<file path="src/rtl/gain_mac_pkg.sv">
// Shared widths, saturation bounds and pipeline entry type for gain_mac_arbiter.
// Values here describe the default configuration (12-bit samples, 8-bit Q1.6 gain, 4 requesters).
package gain_mac_pkg;

  localparam int unsigned DEF_NUM_REQ   = 4;
  localparam int unsigned DEF_SAMPLE_W  = 12;
  localparam int unsigned DEF_GAIN_W    = 8;
  localparam int unsigned DEF_GAIN_FRAC = 6;

  localparam int unsigned PROD_W = DEF_SAMPLE_W + DEF_GAIN_W;

  // Requester id width; a single requester still carries a 1-bit id.
  function automatic int unsigned id_w(input int unsigned n);
    return (n < 2) ? 1 : $clog2(n);
  endfunction

  localparam int unsigned DEF_ID_W = id_w(DEF_NUM_REQ);

  localparam logic signed [DEF_SAMPLE_W-1:0] SAT_MAX = {1'b0, {(DEF_SAMPLE_W-1){1'b1}}};
  localparam logic signed [DEF_SAMPLE_W-1:0] SAT_MIN = {1'b1, {(DEF_SAMPLE_W-1){1'b0}}};

  typedef struct packed {
    logic                valid;
    logic [DEF_ID_W-1:0] id;
    logic [PROD_W-1:0]   data;
  } pipe_entry_t;

endpackage

</file>
<file path="src/rtl/sat_narrow.sv">
// Signed saturating narrow from IN_W to OUT_W bits; sat flags a clipped value.
module sat_narrow #(
  parameter int unsigned IN_W  = 20,
  parameter int unsigned OUT_W = 12
) (
  input  logic signed [IN_W-1:0]  din,
  output logic signed [OUT_W-1:0] dout,
  output logic                    sat
);

  // In range exactly when all bits above the output MSB match the sign bit.
  always_comb begin
    sat  = 1'b0;
    dout = din[OUT_W-1:0];
    if (din[IN_W-1:OUT_W-1] != {(IN_W-OUT_W+1){din[IN_W-1]}}) begin
      sat  = 1'b1;
      dout = din[IN_W-1] ? {1'b1, {(OUT_W-1){1'b0}}} : {1'b0, {(OUT_W-1){1'b1}}};
    end
  end

endmodule

</file>
<file path="src/rtl/signed_expand.sv">
// Sign-extends a signed vector by expansion_size bits.
module signed_expand #(
  parameter int unsigned WIDTH          = 12,
  parameter int unsigned EXPANSION_SIZE = 8
) (
  input  logic [WIDTH-1:0]                din,
  output logic [WIDTH+EXPANSION_SIZE-1:0] dout
);

  // Replicate the sign bit into the new upper bits.
  assign dout = {{EXPANSION_SIZE{din[WIDTH-1]}}, din};

endmodule

</file>
<file path="src/rtl/gain_mac_arbiter.sv">
// Round-robin shared signed gain multiplier for the effect chain.
// Three-stage pipeline: accept/extend, multiply, shift+saturate into the output registers.
// Build option GAIN_MAC_ROUND_EN: add half an LSB before the shift (round half up)
// instead of the default floor shift.
module gain_mac_arbiter
  import gain_mac_pkg::*;
#(
  parameter int unsigned NUM_REQ   = DEF_NUM_REQ,
  parameter int unsigned SAMPLE_W  = DEF_SAMPLE_W,
  parameter int unsigned GAIN_W    = DEF_GAIN_W,
  parameter int unsigned GAIN_FRAC = DEF_GAIN_FRAC
) (
  input  logic                         clk,
  input  logic                         rst,
  input  logic [NUM_REQ-1:0]           req_valid,
  output logic [NUM_REQ-1:0]           req_ready,
  input  logic [NUM_REQ*SAMPLE_W-1:0]  req_sample,
  input  logic [NUM_REQ*GAIN_W-1:0]    req_gain,
  output logic [NUM_REQ-1:0]           resp_valid,
  output logic [SAMPLE_W-1:0]          resp_data,
  output logic                         resp_sat
);

  localparam int unsigned EXT_W = SAMPLE_W + GAIN_W;
  localparam int unsigned ID_W  = id_w(NUM_REQ);

  logic [ID_W-1:0]           ptr;
  logic [ID_W-1:0]           gid;
  logic [NUM_REQ-1:0]        grant;
  logic                      found;
  logic                      accept;
  logic [SAMPLE_W-1:0]       sel_sample;
  logic [GAIN_W-1:0]         sel_gain;
  logic [EXT_W-1:0]          ext_sample;

  logic                      s0_valid;
  logic [ID_W-1:0]           s0_id;
  logic signed [EXT_W-1:0]   s0_sample;
  logic signed [GAIN_W-1:0]  s0_gain;

  logic                      s1_valid;
  logic [ID_W-1:0]           s1_id;
  logic signed [EXT_W-1:0]   s1_prod;

  logic [SAMPLE_W-1:0]       nar_data;
  logic                      nar_sat;

  // Round-robin search from ptr; first valid requester wins.
  always_comb begin
    grant = '0;
    found = 1'b0;
    gid   = '0;
    for (int unsigned k = 0; k < NUM_REQ; k++) begin
      int unsigned idx;
      idx = 32'(ptr) + k;
      if (idx >= NUM_REQ) idx = idx - NUM_REQ;
      if (!found && req_valid[ID_W'(idx)]) begin
        found             = 1'b1;
        gid               = ID_W'(idx);
        grant[ID_W'(idx)] = 1'b1;
      end
    end
  end

  assign req_ready  = rst ? '0 : grant;
  assign accept     = found && !rst;
  assign sel_sample = req_sample[32'(gid)*SAMPLE_W +: SAMPLE_W];
  assign sel_gain   = req_gain[32'(gid)*GAIN_W +: GAIN_W];

  signed_expand #(
    .WIDTH          (SAMPLE_W),
    .EXPANSION_SIZE (GAIN_W)
  ) u_expand (
    .din  (sel_sample),
    .dout (ext_sample)
  );

  // Pointer moves past the granted requester; holds when nobody asks.
  always_ff @(posedge clk) begin
    if (rst) begin
      ptr <= '0;
    end else if (found) begin
      ptr <= (gid == ID_W'(NUM_REQ - 1)) ? '0 : gid + ID_W'(1);
    end
  end

  // S0: capture the accepted operands and owner id.
  always_ff @(posedge clk) begin
    if (rst) begin
      s0_valid <= 1'b0;
    end else begin
      s0_valid <= accept;
    end
    s0_id     <= gid;
    s0_sample <= ext_sample;
    s0_gain   <= sel_gain;
  end

  // S1: full-width signed product; the extended width cannot overflow.
  always_ff @(posedge clk) begin
    if (rst) begin
      s1_valid <= 1'b0;
    end else begin
      s1_valid <= s0_valid;
    end
    s1_id   <= s0_id;
    s1_prod <= s0_sample * EXT_W'(s0_gain);
  end

`ifdef GAIN_MAC_ROUND_EN
  localparam int unsigned NARROW_W = EXT_W + 1;
  logic signed [NARROW_W-1:0] rounded;
  logic signed [NARROW_W-1:0] shifted;
  assign rounded = NARROW_W'(s1_prod) + NARROW_W'(2 ** (GAIN_FRAC - 1));
  assign shifted = rounded >>> GAIN_FRAC;
`else
  localparam int unsigned NARROW_W = EXT_W;
  logic signed [NARROW_W-1:0] shifted;
  assign shifted = s1_prod >>> GAIN_FRAC;
`endif

  sat_narrow #(
    .IN_W  (NARROW_W),
    .OUT_W (SAMPLE_W)
  ) u_sat (
    .din  (shifted),
    .dout (nar_data),
    .sat  (nar_sat)
  );

  // S2: registered one-hot response to the owning requester.
  always_ff @(posedge clk) begin
    if (rst) begin
      resp_valid <= '0;
      resp_data  <= '0;
      resp_sat   <= 1'b0;
    end else begin
      resp_valid <= s1_valid ? (NUM_REQ'(1) << s1_id) : '0;
      if (s1_valid) begin
        resp_data <= nar_data;
        resp_sat  <= nar_sat;
      end
    end
  end

endmodule

</file>
<file path="config.mk">
export PLATFORM = sky130hd
export DESIGN_NAME = gain_mac_arbiter
export DESIGN_NICKNAME = d
export VERILOG_FILES = /design/src/rtl/gain_mac_pkg.sv /design/src/rtl/sat_narrow.sv /design/src/rtl/signed_expand.sv /design/src/rtl/gain_mac_arbiter.sv
export SDC_FILE = /design/constraint.sdc
export NUM_CORES = 1
export LEC_CHECK = 0
export CAP_MARGIN = 20
export CORE_ASPECT_RATIO = 1.4
export CORE_MARGIN = 4
export CORE_UTILIZATION = 50
export DETAILED_ROUTE_END_ITERATION = 10
export PLACE_DENSITY = 0.81
export SLEW_MARGIN = 20
export SYNTH_ARGS = -nofsm -noshare
export SYNTH_HDL_FRONTEND = slang
export SYNTH_SLANG_ARGS = --single-unit
export TNS_END_PERCENT = 5
</file>
<file path="constraint.sdc">
create_clock -name clk -period 13.2 [get_ports clk]
set_clock_uncertainty 0.15 [all_clocks]
set_input_delay 1.98 -clock clk [delete_from_list [all_inputs] [get_ports clk]]
set_output_delay 1.98 -clock clk [all_outputs]
set_load 0.005 [all_outputs]
</file>
======== After elaboration in Yosys (flattened, before gate mapping) ========
Index checks and enable logic that the tools add are counted.
operators by class
  muxes and demuxes ....................... 37
  equality and inequality tests ........... 2
  reduce and logical (&&, ||, !) cells .... 13
  add/subtract/negate cells ............... 8
  div/mod/pow operators ................... 0
  shifts and indexed selects .............. 3
  $mul .................................... 2
  magnitude comparators ................... 12
  bitwise gates (word level) .............. 4
operators by type and width
  operator                                                            number
  indexed part select 48 x 7 -> 12 bit                                1
  indexed part select 32 x 6 -> 8 bit                                 1
  two-way mux 12 bit                                                  2
  multiplier 12 x 8 -> 20 bit                                         1
  two-way mux 4 bit                                                   5
  two-way mux 2 bit                                                   9
  two-way mux 1 bit                                                   13
  < comparator 2 x 3 -> 1 bit (second input constant)                 4
  OR 4 bit                                                            3
  greater-or-equal comparator 3 bit (second input constant)           3
  binary-select mux 1 bit (select 2 bit)                              4
  demux 1 bit (select 2 bit)                                          4
  greater-or-equal comparator 2 x 1 -> 1 bit (second input constant)  4
  logical AND 1 bit                                                   8
  subtractor 2 x 1 -> 2 bit (second input constant)                   4
  adder 2 x 2 -> 3 bit (second input constant)                        2
  zero test 1 bit                                                     4
  multiplier 2 x 2 -> 4 bit (second input constant)                   1
  left shift 1 x 2 -> 4 bit (first input constant)                    1
  adder 2 x 1 -> 3 bit (second input constant)                        1
  greater-or-equal comparator 2 x 3 -> 1 bit (second input constant)  1
  adder 2 x 1 -> 2 bit (second input constant)                        1
  equality test 2 bit (second input constant)                         1
  != test 2 bit                                                       1
  2 further kinds                                                     2
word-level totals
  memories kept ........................... 0
  logic and storage cells ................. 92
  register bits after elaboration ......... 65
  output and inout port bits .............. 21
  input bits .............................. 86
  RAM bits ................................ 0
  latch bits .............................. 0
  memory bits (read-only) ................. 0

======== Logic depth before layout (Yosys ltp) ========
  word-level depth ........................ 16
  depth in mapped cells ................... 18
  depth with buffers taken out ............ 17

======== Modules after synthesis ========
Synthesis repeated with hierarchy kept, for this count alone.
unflattened totals
  cells, all modules ...................... 755
  area total of the unflattened synthesis .. 7054.3 um^2
modules (own cells, without submodules)
  module            instances  area each (um^2)  cells each  sequential area each (um^2)
  gain_mac_arbiter  1          6671.4            701         1341.3
  sat_narrow        1          232.7             34          0.0
  signed_expand     1          150.1             20          0.0

======== Worst setup path after synthesis ========
No wires, ideal clock.
  kind .................................... input to output
  from .................................... input port req_valid[2]
  to ...................................... output port req_ready[0]
  slack ................................... 7844 ps
  path buffers ............................ 1
  stages on the path ...................... 5
  data required time ...................... 11070 ps
  arrival time ............................ 3226 ps
  cells stage by stage .................... buf_4 mux4_1 nor2_1 a222oi_1 a21oi_1
between the ends
  cells in the longest elaborated chain, start to end .. 13
  elaborated cells between the ends (all ways) .. 25
  classes of those cells .................. 16 x mux; 3 x bitwise; 6 x reduce/logical
ends and longest elaborated chain
  element                                  RTL line                RTL
  start, declared                          gain_mac_arbiter.sv:15  input logic [NUM_REQ-1:0] req_valid,
  binary-select mux 1 bit (select 2 bit)   gain_mac_arbiter.sv:57  if (!found && req_valid[ID_W'(idx)]) begin
  two-way mux 1 bit (not written as such)  gain_mac_arbiter.sv:57
  two-way mux 1 bit                        gain_mac_arbiter.sv:57
  zero test 1 bit                          gain_mac_arbiter.sv:57
  logical AND 1 bit                        gain_mac_arbiter.sv:57
  two-way mux 1 bit                        gain_mac_arbiter.sv:57
  zero test 1 bit                          gain_mac_arbiter.sv:57
  logical AND 1 bit                        gain_mac_arbiter.sv:57
  two-way mux 1 bit                        gain_mac_arbiter.sv:57
  zero test 1 bit                          gain_mac_arbiter.sv:57
  logical AND 1 bit                        gain_mac_arbiter.sv:57
  two-way mux 4 bit (*)                    gain_mac_arbiter.sv:57
  two-way mux 4 bit (*)                    gain_mac_arbiter.sv:65  assign req_ready = rst ? '0 : grant;
  end, declared                            gain_mac_arbiter.sv:16  output logic [NUM_REQ-1:0] req_ready,
Every way passes the cells marked *; elsewhere a longest branch is shown, timed or not. The select of a mux whose other input is x is not followed.

======== Final worst setup path ========
  from .................................... input port req_valid[0]
  to ...................................... output port req_ready[0]
The elaborated chain is that of the path after synthesis.

==> run metrics <==
status=complete, no violations; crit path DAT=4.45 ns; hold path depth=0; post-synthesis sequential area ratio=19.9%; Die ar.=approximately 14,000 µm²; Area growth syn-to-layout=24.3%; Final Max Tran Viols=0; slew margin rel.=30.6%; R2R depth=15; Core Box Area=11,500 µm²; gpl congestion=0.882; via count=about 4,600; number of global-route vias before repair=about 5,200; post-synth top area share=approximately a quarter; FFs w/ async S/R, synth=0%; Syn Area/Cell=approximately 9.7 µm²; Setup crit end kind=output port; register bit total from synthesis=59; largest net degree at the start of global routing=23; yosys warns=0; maxcap violations=0; min cycle time layout=about 6.6 ns; clock buffer depth=2; Cell Rows=46; Worst-Skew Late Latency=between 0.3 and 0.4 ns; placed instance area=approximately 7000 µm²; diode count=0; WL per Instance=between 10 and 15 µm; first-pass iteration count of the detailed router=5; first-pass GRT wire length=around 23 mm; Crit Path Category=in2out; root buffer cell=clkbuf_16; CP required=between 10 and 15 ns; Peak Freq=~150 MHz; gr ovfl total=0; Yosys cell types=54; layout cells sized above 1=6.36%; GRT Resource Usage Total=between 20% and 30%; Hold Buf Count CTS=0; main area contributors after synthesis=fa_1, dfxtp_1, ha_1; I/O Pins=~110; setup_tns=0 ns; starting density of the core=51.8%; initial antenna violation count=0; Die H=137 µm; crit share post-route=between 40% and 50%; clk slew on worst S/H paths=roughly 0.05 ns; clk sink count=59; leading post-synthesis cells by instance count=inv_1, fa_1, dfxtp_1; EDFF count, synth=0; Post-layout nets=~910; vias per cell=about 5.4; Mapped Nets=between 800 and 900; Final Cell Area=7370 µm²; RSZ-0062 raised after global routing=false; Primary FF master, synth=dfxtp_1; Fin. Hold Viols=0; count leader, synth=inv_1; H-Tree Depth=3; Worst-Margin Slew=1.04 ns; Post-CTS Setup Inserts=0; CP Launch Type=primary input; cts bufs inserted=9; Post-DP HPWL=10.7 mm; PortBufs=between 100 and 150; Die Span X=~100 µm; Syn Inst Count=about 600; residual DRC count=0; Cell Area, Synth=5930 µm²; post-cts resize count=0; Routed Antenna Nets=0; DRT Wirelength=around 13 mm; CP max FO=12; Initial DRC Count=between 150 and 200; CTS tree=done; final setup fails=0; HP Class=reg2reg; Synth area leader=fa_1
[cells by family after synthesis]
family          count (synthesis)  synth area share [%]
mux                            29                  10.0
simple gates                  186                  16.2
fa+ha+maj                     121                  35.3
flops                          59                  19.9
xor+xnor                       14                  2.07
buf+inv                       131                  8.84
compound gates                 69                  7.74
[through the flow]
stage / worst slack, ns / instances / utilization [%] / hold WS [ns]
3_5_place_dp: 6.65 / 838 / 61.7 / 0.165
2_1_floorplan: 7.84 / 609 / - / 0.160
6_report: 6.62 / 852 / 64.4 / 0.174
5_1_grt: 6.48 / 852 / 64.4 / 0.188
4_1_cts: 6.65 / 852 / 64.4 / 0.177
3_3_place_gp: 6.79 / 838 / 61.7 / 0.161
[state kept, by name, indices dropped and copies added (netlist names)]
| name | cells |
|---|---|
| resp_valid | 4 |
| s0_sample | 12 |
| resp_data | 12 |
| ptr | 2 |
| resp_sat | 1 |
| s1_valid | 1 |
| s1_prod | 14 |
| s0_id | 2 |
| s0_valid | 1 |
| s0_gain | 8 |
| s1_id | 2 |
[cells in the final DEF (no fill, tap or decap), types with 3 or more instances in the layout]
cell type        synthesis  layout
inv_1                  108     108
clkdlybuf4s50_1          0     106
fa_1                    77      77
dfxtp_1                 59      59
and2_1                  58      58
ha_1                    44      44
nand2_1                 40      40
nor2_1                  39      39
a21oi_1                 26      26
mux4_2                  19      19
nor3_1                  17      17
xnor2_1                 11      11
clkbuf_16                0       9
o21ai_0                 10       8
nand3_1                  5       5
nor2b_1                  4       4
nor3b_1                  4       4
and3_1                   4       4
a21o_1                   4       4
a222oi_1                 4       4
nand2b_1                 3       3
mux2i_1                  3       3
mux4_1                   3       3
o21a_1                   3       3
mux2_2                   3       3
xor2_1                   3       3
clkbuf_8                 0       3
[critical path, stage by stage]
cell and delay, ns:
clkdlybuf4s50_1 0.61, mux4_1 0.72, nor2_1 0.30, a222oi_1 0.15, a21oi_1 0.17, clkdlybuf4s50_1 0.52
[per-layer routing]
metal  routed length [µm]  part of all wire, %  up-vias  track usage (%)
li1                     -                    -     2168                -
met1                 4750                   37     2242             22.1
met2                 6950                   55      161             38.6
met3                  760                  6.0       23             4.49
met4                  274                  2.2        0             7.49
met5                    0                    0        -                0
[layout make-up]
type / count / area (µm²)
repair buffers: 108 / 1080
multi-input cells: 419 / 4230
fillers: 880 / 4080
flip-flops and latches: 59 / 1180
clock buffers: 12 / 267
clock inverters: 2 / 35.0
well taps: 144 / 180
inverters: 108 / 405
[worst paths after layout]
| kind | from | end | slack, ns |
|---|---|---|---|
| setup / recovery | req_valid[0] | req_ready[0] | 6.62 |
| hold reg to reg | s0_id[1]$_DFF_P_ | s1_id[1]$_DFF_P_ | 0.17 |
| hold / removal | s0_id[1]$_DFF_P_ | s1_id[1]$_DFF_P_ | 0.17 |
| setup reg to reg | s0_gain[2]$_DFF_P_ | s1_prod[19]$_DFF_P_ | 7.93 |
Power is left out: the tool's default activity adds up to more than one toggle a clock period on the data nets, which glitch-free logic cannot reach.
